### config.mk
export PLATFORM = sky130hd
export DESIGN_NAME = pkt_decoder_gen
export DESIGN_NICKNAME = d
export VERILOG_FILES = /design/src/rtl/pkt_decoder_gen.sv
export SDC_FILE = /design/constraint.sdc
export NUM_CORES = 2
export LEC_CHECK = 0
export ABC_CLOCK_PERIOD_IN_PS = 42800
export CAP_MARGIN = 20
export CORE_AREA = 10 10 398 400
export DETAILED_ROUTE_END_ITERATION = 10
export DIE_AREA = 0 0 408 410
export SETUP_SLACK_MARGIN = 0.4
export SYNTH_ARGS = -nofsm -noshare
export SYNTH_HDL_FRONTEND = slang
export SYNTH_SLANG_ARGS = --single-unit
### constraint.sdc
create_clock -name clk -period 42.8 [get_ports clk]
set_input_delay 8.56 -clock clk [delete_from_list [all_inputs] [get_ports clk]]
set_output_delay 8.56 -clock clk [all_outputs]
set_load 0.005 [all_outputs]
### src/rtl/pkt_decoder_gen.sv
// pkt_decoder_gen: token/data packet decoder that assembles hashed payload
// into a frame buffer.
//   clk, rst       : clock (rising edge), asynchronous active-high reset
//   write_enable   : byte strobe; held for two cycles per byte, rising edge counts
//   rx_data        : received byte
//   eop            : end-of-packet level; its rising edge is acted on
//   rcv_error      : receiver error; the packet is abandoned
//   frame_ack      : consumer releases a completed frame
//   frame_data     : assembled frame; first payload byte in the MSBs
//   frame_len      : number of valid bytes in frame_data
//   frame_valid    : frame complete, held until frame_ack
//   chunk_done     : bit i pulses when frame_len reaches (i+1)*CHUNK_BYTES
//   in_request, transmit_ack, interrupt, p_error : single-cycle pulses
module pkt_decoder_gen #(
  parameter logic [6:0]  DEV_ADDR    = 7'h15,
  parameter int unsigned CHUNK_BYTES = 64,
  parameter int unsigned NUM_CHUNKS  = 2,
  localparam int unsigned TOTAL      = CHUNK_BYTES * NUM_CHUNKS,
  localparam int unsigned LEN_W      = $clog2(TOTAL + 1)
) (
  input  logic                  clk,
  input  logic                  rst,
  input  logic                  write_enable,
  input  logic [7:0]            rx_data,
  input  logic                  eop,
  input  logic                  rcv_error,
  input  logic                  frame_ack,
  output logic [TOTAL*8-1:0]    frame_data,
  output logic [LEN_W-1:0]      frame_len,
  output logic                  frame_valid,
  output logic [NUM_CHUNKS-1:0] chunk_done,
  output logic                  in_request,
  output logic                  transmit_ack,
  output logic                  interrupt,
  output logic                  p_error
);

  localparam logic [7:0] PID_IN    = 8'h69;
  localparam logic [7:0] PID_OUT   = 8'hE1;
  localparam logic [7:0] PID_DATA0 = 8'hC3;
  localparam logic [7:0] PID_DATA1 = 8'h4B;

  typedef enum logic [2:0] {
    IDLE, TOK_ADDR, TOK_CRC, TOK_EOP, WAIT_DATA, DATA_META, DATA_PAYLOAD, DRAIN
  } state_t;

  state_t                state_q, state_d;
  logic                  we_q, eop_q, err_q;
  logic                  is_in_q, is_in_d;
  logic                  match_q, match_d;
  logic                  tog_q, tog_d;          // 1: DATA1 expected next
  logic                  pid1_q, pid1_d;
  logic                  pid_ok_q, pid_ok_d;
  logic                  busy_q, busy_d;        // hash packet while frame held
  logic                  is_int_q, is_int_d;
  logic                  is_end_q, is_end_d;
  logic                  live_q, live_d;        // payload commits to the frame
  logic                  ovf_q, ovf_d;
  logic [1:0]            cnt_q, cnt_d;
  logic [7:0]            d0_q, d0_d, d1_q, d1_d;
  logic [LEN_W-1:0]      snap_q, snap_d;
  logic [TOTAL*8-1:0]    frame_data_q, frame_data_d;
  logic [LEN_W-1:0]      frame_len_q, frame_len_d;
  logic                  frame_valid_q, frame_valid_d;
  logic [NUM_CHUNKS-1:0] chunk_done_q, chunk_done_d;
  logic                  in_request_q, in_request_d;
  logic                  transmit_ack_q, transmit_ack_d;
  logic                  interrupt_q, interrupt_d;
  logic                  p_error_q, p_error_d;
  logic                  byte_evt, eop_evt, err_evt;

  assign byte_evt = write_enable & ~we_q;
  assign eop_evt  = eop & ~eop_q;
  assign err_evt  = rcv_error & ~err_q;

  always_comb begin
    state_d        = state_q;
    is_in_d        = is_in_q;
    match_d        = match_q;
    tog_d          = tog_q;
    pid1_d         = pid1_q;
    pid_ok_d       = pid_ok_q;
    busy_d         = busy_q;
    is_int_d       = is_int_q;
    is_end_d       = is_end_q;
    live_d         = live_q;
    ovf_d          = ovf_q;
    cnt_d          = cnt_q;
    d0_d           = d0_q;
    d1_d           = d1_q;
    snap_d         = snap_q;
    frame_data_d   = frame_data_q;
    frame_len_d    = frame_len_q;
    frame_valid_d  = frame_valid_q;
    chunk_done_d   = '0;
    in_request_d   = 1'b0;
    transmit_ack_d = 1'b0;
    interrupt_d    = 1'b0;
    p_error_d      = 1'b0;

    // Release is applied first so a HASH_END completing this cycle re-sets it.
    if (frame_ack && frame_valid_q) begin
      frame_valid_d = 1'b0;
      frame_len_d   = '0;
    end

    if (err_evt && state_q != DRAIN) begin
      p_error_d = 1'b1;
      state_d   = DRAIN;
      if (state_q == DATA_PAYLOAD && live_q) frame_len_d = snap_q;
    end else begin
      unique case (state_q)
        IDLE: if (byte_evt) begin
          if (rx_data == PID_IN || rx_data == PID_OUT) begin
            is_in_d = (rx_data == PID_IN);
            state_d = TOK_ADDR;
          end else begin
            state_d = DRAIN;
          end
        end
        TOK_ADDR: if (eop_evt) begin
          p_error_d = 1'b1;
          state_d   = IDLE;
        end else if (byte_evt) begin
          match_d = (rx_data[6:0] == DEV_ADDR);
          state_d = TOK_CRC;
        end
        TOK_CRC: if (eop_evt) begin
          p_error_d = 1'b1;
          state_d   = IDLE;
        end else if (byte_evt) begin
          state_d = TOK_EOP;
        end
        TOK_EOP: if (eop_evt) begin
          state_d = IDLE;
          if (match_q) begin
            if (is_in_q) in_request_d = 1'b1;
            else         state_d      = WAIT_DATA;
          end
        end
        WAIT_DATA: if (eop_evt) begin
          p_error_d = 1'b1;
          state_d   = IDLE;
        end else if (byte_evt) begin
          if (rx_data == PID_DATA0 || rx_data == PID_DATA1) begin
            pid1_d  = (rx_data == PID_DATA1);
            state_d = DATA_META;
          end else begin
            p_error_d = 1'b1;
            state_d   = DRAIN;
          end
        end
        DATA_META: if (eop_evt) begin
          p_error_d = 1'b1;
          state_d   = IDLE;
        end else if (byte_evt) begin
          if (rx_data >= 8'h01 && rx_data <= 8'h04) begin
            is_int_d = (rx_data == 8'h04);
            is_end_d = (rx_data == 8'h03);
            pid_ok_d = (pid1_q == tog_q);
            busy_d   = (rx_data != 8'h04) && frame_valid_d;
            live_d   = (rx_data != 8'h04) && (pid1_q == tog_q) && !frame_valid_d;
            snap_d   = frame_len_d;
            if (rx_data == 8'h01 && (pid1_q == tog_q) && !frame_valid_d)
              frame_len_d = '0;
            cnt_d   = '0;
            ovf_d   = 1'b0;
            d0_d    = '0;
            d1_d    = '0;
            state_d = DATA_PAYLOAD;
          end else begin
            p_error_d = 1'b1;
            state_d   = DRAIN;
          end
        end
        DATA_PAYLOAD: if (eop_evt) begin
          state_d = IDLE;
          if (cnt_q != 2'd2) begin
            p_error_d = 1'b1;
            if (live_q) frame_len_d = snap_q;
          end else if (busy_q) begin
            // Frame still held: host will retry, so no acknowledge.
          end else if (!pid_ok_q) begin
            transmit_ack_d = 1'b1;
          end else if (ovf_q) begin
            p_error_d   = 1'b1;
            frame_len_d = '0;
          end else begin
            transmit_ack_d = 1'b1;
            tog_d          = ~tog_q;
            if (is_end_q) frame_valid_d = 1'b1;
            if (is_int_q) interrupt_d   = 1'b1;
          end
        end else if (byte_evt) begin
          // Two-byte delay line: the oldest byte commits once a newer pair
          // exists, so the trailing CRC pair never reaches the frame.
          d1_d = d0_q;
          d0_d = rx_data;
          if (cnt_q != 2'd2) begin
            cnt_d = cnt_q + 2'd1;
          end else if (live_q) begin
            if (frame_len_q == LEN_W'(TOTAL)) begin
              ovf_d = 1'b1;
            end else begin
              for (int unsigned i = 0; i < TOTAL; i++)
                if (LEN_W'(i) == frame_len_q) frame_data_d[(TOTAL-1-i)*8 +: 8] = d1_q;
              frame_len_d = frame_len_q + LEN_W'(1);
              for (int unsigned i = 0; i < NUM_CHUNKS; i++)
                if (32'(frame_len_q) + 32'd1 == (i + 1) * CHUNK_BYTES) chunk_done_d[i] = 1'b1;
            end
          end
        end
        DRAIN: if (eop_evt) state_d = IDLE;
        default: state_d = IDLE;
      endcase
    end
  end

  always_ff @(posedge clk or posedge rst) begin
    if (rst) begin
      state_q        <= IDLE;
      we_q           <= 1'b0;
      eop_q          <= 1'b0;
      err_q          <= 1'b0;
      is_in_q        <= 1'b0;
      match_q        <= 1'b0;
      tog_q          <= 1'b0;
      pid1_q         <= 1'b0;
      pid_ok_q       <= 1'b0;
      busy_q         <= 1'b0;
      is_int_q       <= 1'b0;
      is_end_q       <= 1'b0;
      live_q         <= 1'b0;
      ovf_q          <= 1'b0;
      cnt_q          <= '0;
      d0_q           <= '0;
      d1_q           <= '0;
      snap_q         <= '0;
      frame_data_q   <= '0;
      frame_len_q    <= '0;
      frame_valid_q  <= 1'b0;
      chunk_done_q   <= '0;
      in_request_q   <= 1'b0;
      transmit_ack_q <= 1'b0;
      interrupt_q    <= 1'b0;
      p_error_q      <= 1'b0;
    end else begin
      state_q        <= state_d;
      we_q           <= write_enable;
      eop_q          <= eop;
      err_q          <= rcv_error;
      is_in_q        <= is_in_d;
      match_q        <= match_d;
      tog_q          <= tog_d;
      pid1_q         <= pid1_d;
      pid_ok_q       <= pid_ok_d;
      busy_q         <= busy_d;
      is_int_q       <= is_int_d;
      is_end_q       <= is_end_d;
      live_q         <= live_d;
      ovf_q          <= ovf_d;
      cnt_q          <= cnt_d;
      d0_q           <= d0_d;
      d1_q           <= d1_d;
      snap_q         <= snap_d;
      frame_data_q   <= frame_data_d;
      frame_len_q    <= frame_len_d;
      frame_valid_q  <= frame_valid_d;
      chunk_done_q   <= chunk_done_d;
      in_request_q   <= in_request_d;
      transmit_ack_q <= transmit_ack_d;
      interrupt_q    <= interrupt_d;
      p_error_q      <= p_error_d;
    end
  end

  assign frame_data   = frame_data_q;
  assign frame_len    = frame_len_q;
  assign frame_valid  = frame_valid_q;
  assign chunk_done   = chunk_done_q;
  assign in_request   = in_request_q;
  assign transmit_ack = transmit_ack_q;
  assign interrupt    = interrupt_q;
  assign p_error      = p_error_q;

endmodule

==> impl_metrics.csv <==
group,metric,value,unit
drt,wl,167000,um
clock_network,post-cts-setup-buffer-count,0,
timing,rsz0062_at_grt,"no",
pwr,switching_share,30.0,%
placement,place_congestion,0.802,
clock_network,numCtsBuffers,118,
critical_path,crit_type,"in2async",
drt,drcViolationCount,0,
pwr,p_leak,27.5,nW
critical_path,r2r-start,"state_q[1]",
logic_synthesis,syn-num-nets,2762,
timing,fmax,75.1,MHz
clock_network,ctsResizeCount,0,
logic_synthesis,synthDistinctLibCells,62,
clock_network,cts.sinks,1081,
pwr,power_frac_seq,44.8,%
critical_path,crit_chain,"clkdlybuf4s50_1, inv_8, buf_4, buf_4, buf_12, buf_4, buf_4",
placement,dp_hpwl,121000,um
placement,io_buffer_count,1052,
drt,vias_per_cell,4.64,
clock_network,cts_tree,"built",
job,cap_violations,0,
logic_synthesis,ys_ff_latch,1081,
finish,layout-drive-gt1-share,33.3,%
logic_synthesis,postSynth.asyncResetShare,100,%
drt,drt_iter0_markers,1426,
timing,setup_viol,0,
grt,grt_max_degree,152,
drt,vias,27500,
grt,grt_pass1_wl,232000,um
logic_synthesis,seq_area_frac_synth,64.6,%
critical_path,critPathBufInv,7,
finish,fill_cells,14500,
min_path,hold_depth,1,
drt,postRouteAntennaNets,0,
clock_network,h-tree-depth,3,
drt,firstDrtPassIters,6,
min_path,whs_endpoint,"interrupt",
min_path,hp-class,"reg2reg",
grt,grt_use_total,19.2,%
timing,setup_tns,0,ns
floorplanning,die_w,408,um
critical_path,crit_path_start,"rst",
critical_path,start_kind,"primary input",
critical_path,arrival,14.01,ns
timing,drv_slew,0,
placement,post-place-ws,28.59,ns
critical_path,max_stage_delay,0.87,ns
outcome,status,"finished, final reports clean",
timing,slew_headroom,24.5,%
pwr,power.density,41.4,nW/um^2
critical_path,cp_top_family,"buffers and inverters",
critical_path,reg2reg_depth,5,
critical_path,r2r_slack,37.95,ns
timing,hold_viol_final,0,
floorplanning,num_io_pins,1053,
clock_network,clkLatencyLatePin,0.75,ns
clock_network,clockBufferDepth,3,
floorplanning,placementRows,143,
logic_synthesis,synth-edff-count,0,
logic_synthesis,ys.flop_type,"dfrtp_1",
floorplanning,die_y,410,um
pwr,ir_drop,0.0417,mV
critical_path,cp_max_fo,142,
floorplanning,initial_core_util,27.8,%
timing,clock_skew,0.0562,ns
clock_network,cts.clk_slew.worst_paths,0.06,ns
floorplanning,die-area,167000,um^2
pwr,clockPowerShare,42.9,%
pwr,p_comb_share,12.2,%
logic_synthesis,netlist_instances,2742,
floorplanning,core_area,151000,um^2
critical_path,cp_slowest_cell,"buf_4",
critical_path,crit_top_cell,"buf_4",
min_path,min-delay-start,"is_int_q",
drt,routedWlPerCell,28.2,um
finish,area_growth,40.5,%
logic_synthesis,mappedNetlistArea,41900,um^2
grt,grt.overflow.total,0,
logic_synthesis,ys_warn_count,0,
clock_network,root_buffer,"clkbuf_16",
grt,antenna_found_initial,14,
timing,post-route-period-util,31.1,%
pwr,internal-power,1.70,mW
timing,setup_ws,29.49,ns
critical_path,critical_path_required,43.49,ns
timing,finalWorstPathRequiredPeriod,13.31,ns
critical_path,endpoint_kind,"asynchronous set/reset pin",
critical_path,r2r_end,"frame_data[18]",
grt,grt_pass1_vias,28700,
finish,nets,3814,
logic_synthesis,avgSynthCellArea,15.3,um^2
timing,worst_pin_slew,1.13,ns
pwr,p_switching,0.729,mW
clock_network,postCtsHoldBufs,0,
==> layer usage <==
layer	wire length, um	up-vias	track usage (%)
li1	-	11800	-
met1	66500	14500	22.7
met2	81500	867	32.5
met3	12300	254	6.19
met4	6600	4	6.98
met5	23	-	0
==> per-stage QoR <==
stage                     cell area, um^2  hold WS [ns]  instances  power, mW  utilization [%]
after floorplan                     41900         0.442       2742       1.24                -
after global placement              54800         0.459       5697       1.42             36.3
after detailed placement            54800         0.463       5701       1.42             36.3
after CTS                           58800         0.473       5912       2.48             39.0
after global routing                58800         0.509       5916       2.53             39.0
final                               58900         0.469       5920       2.43             39.0
==> sequential cells by signal (all words and copies together), names as in the netlist, 2 cells and up <==
signal and count:
cnt_q 2, frame_data 1024, state_q 3, d1_q 8, frame_len 8, snap_q 8
chunk_done 2, d0_q 8
==> layout make-up <==
| class | count | area, um^2 | area share, % |
|---|---|---|---|
| Inverter | 7 | 33.8 | 0.0574 |
| Antenna cell | 5 | 12.5 | 0.0213 |
| Tap cell | 2030 | 2540 | 4.32 |
| Timing Repair Buffer | 1107 | 11000 | 18.7 |
| Clock buffer | 178 | 3510 | 5.96 |
| Clock inverter | 33 | 502 | 0.853 |
| Sequential cell | 1081 | 27100 | 46.0 |
| Multi-Input combinational cell | 1479 | 14200 | 24.1 |
==> cell usage after synthesis, drive strengths merged, types with 2 or more instances <==
cell type  number  area [um^2]
mux2i           9         90.1
or4             4         30.0
nand4           8         50.1
dfrtp        1081        27100
nor4b           4         47.6
o21a            8         60.1
nor4            5         46.3
a31oi           7         43.8
a211oi          3         22.5
a22o           16          140
xnor2           3         26.3
a21oi           9         45.0
nor3b           4         30.0
nand3          28          145
o2111ai         2         23.8
nand2b          8         50.1
nand4b          3         26.3
nor3           20          135
mux2         1026        11600
nor2           67          251
o311ai          6         52.6
o31ai           2         15.0
o211ai          6         45.0
xor2            4         35.0
nand3b          2         15.0
a21o            3         22.5
nand2         134          503
a21bo           7         70.1
ha              6         75.1
and2           12         75.1
and3            3         18.8
inv             7         26.3
clkbuf        168          631
o21ai          25          125
or3             2         12.5
o221ai          6         52.6
buf             7         35.0
o22ai           4         25.0
nor2b           9         56.3
==> how the worst max path moves through the flow <==
stage	end	slack, ns	depth (start not counted)
finish	frame_data[646]	29.49	7
global route	frame_data[849]	28.79	7
CTS	frame_data[131]	29.39	7
detailed placement	frame_data[849]	28.59	7
global placement	frame_data[849]	28.64	7
floorplan	busy_q	3.81	1
==> cell usage in the layout, fill, tap and decap left out, drive strengths merged, types with 4 or more instances in the layout <==
cell           Yosys  routed
dfrtp           1081    1081
clkdlybuf4s50      0    1052
mux2            1026    1026
clkbuf           168     178
nand2            134     134
nor2              67      67
buf                7      55
nand3             28      28
o21ai             25      25
clkinv             0      23
nor3              20      20
a22o              16      16
and2              12      12
nor2b              9       9
mux2i              9       9
a21oi              9       9
nand2b             8       8
nand4              8       8
o21a               8       8
bufinv             0       8
inv                7       8
a21bo              7       7
a31oi              7       7
o311ai             6       6
o211ai             6       6
o221ai             6       6
ha                 6       6
diode              0       5
nor4               5       5
or4                4       4
nor3b              4       4
xor2               4       4
o22ai              4       4
nor4b              4       4
==> power groups by stage <==
| stage | logic, mW | clock network [mW] | registers, mW |
|---|---|---|---|
| 6_report | 0.298 | 1.04 | 1.09 |
| 5_1_grt | 0.323 | 1.11 | 1.10 |
| 4_1_cts | 0.310 | 1.07 | 1.09 |
| 3_5_place_dp | 0.309 | 0 | 1.11 |
| 3_3_place_gp | 0.308 | 0 | 1.11 |
| 2_1_floorplan | 0.176 | 0 | 1.06 |
==> logic make-up after synthesis <==
family	after synthesis	share of synthesized area [%]
AOI/OAI and AO/OA	111	1.92
xor gates and xnor gates	7	0.146
adders and majority gates	6	0.179
buffers and inverters	182	1.65
DFF	1081	64.6
muxes	1035	27.8
and+or+nand+nor	320	3.72
Power figures use the tool's default switching activity.
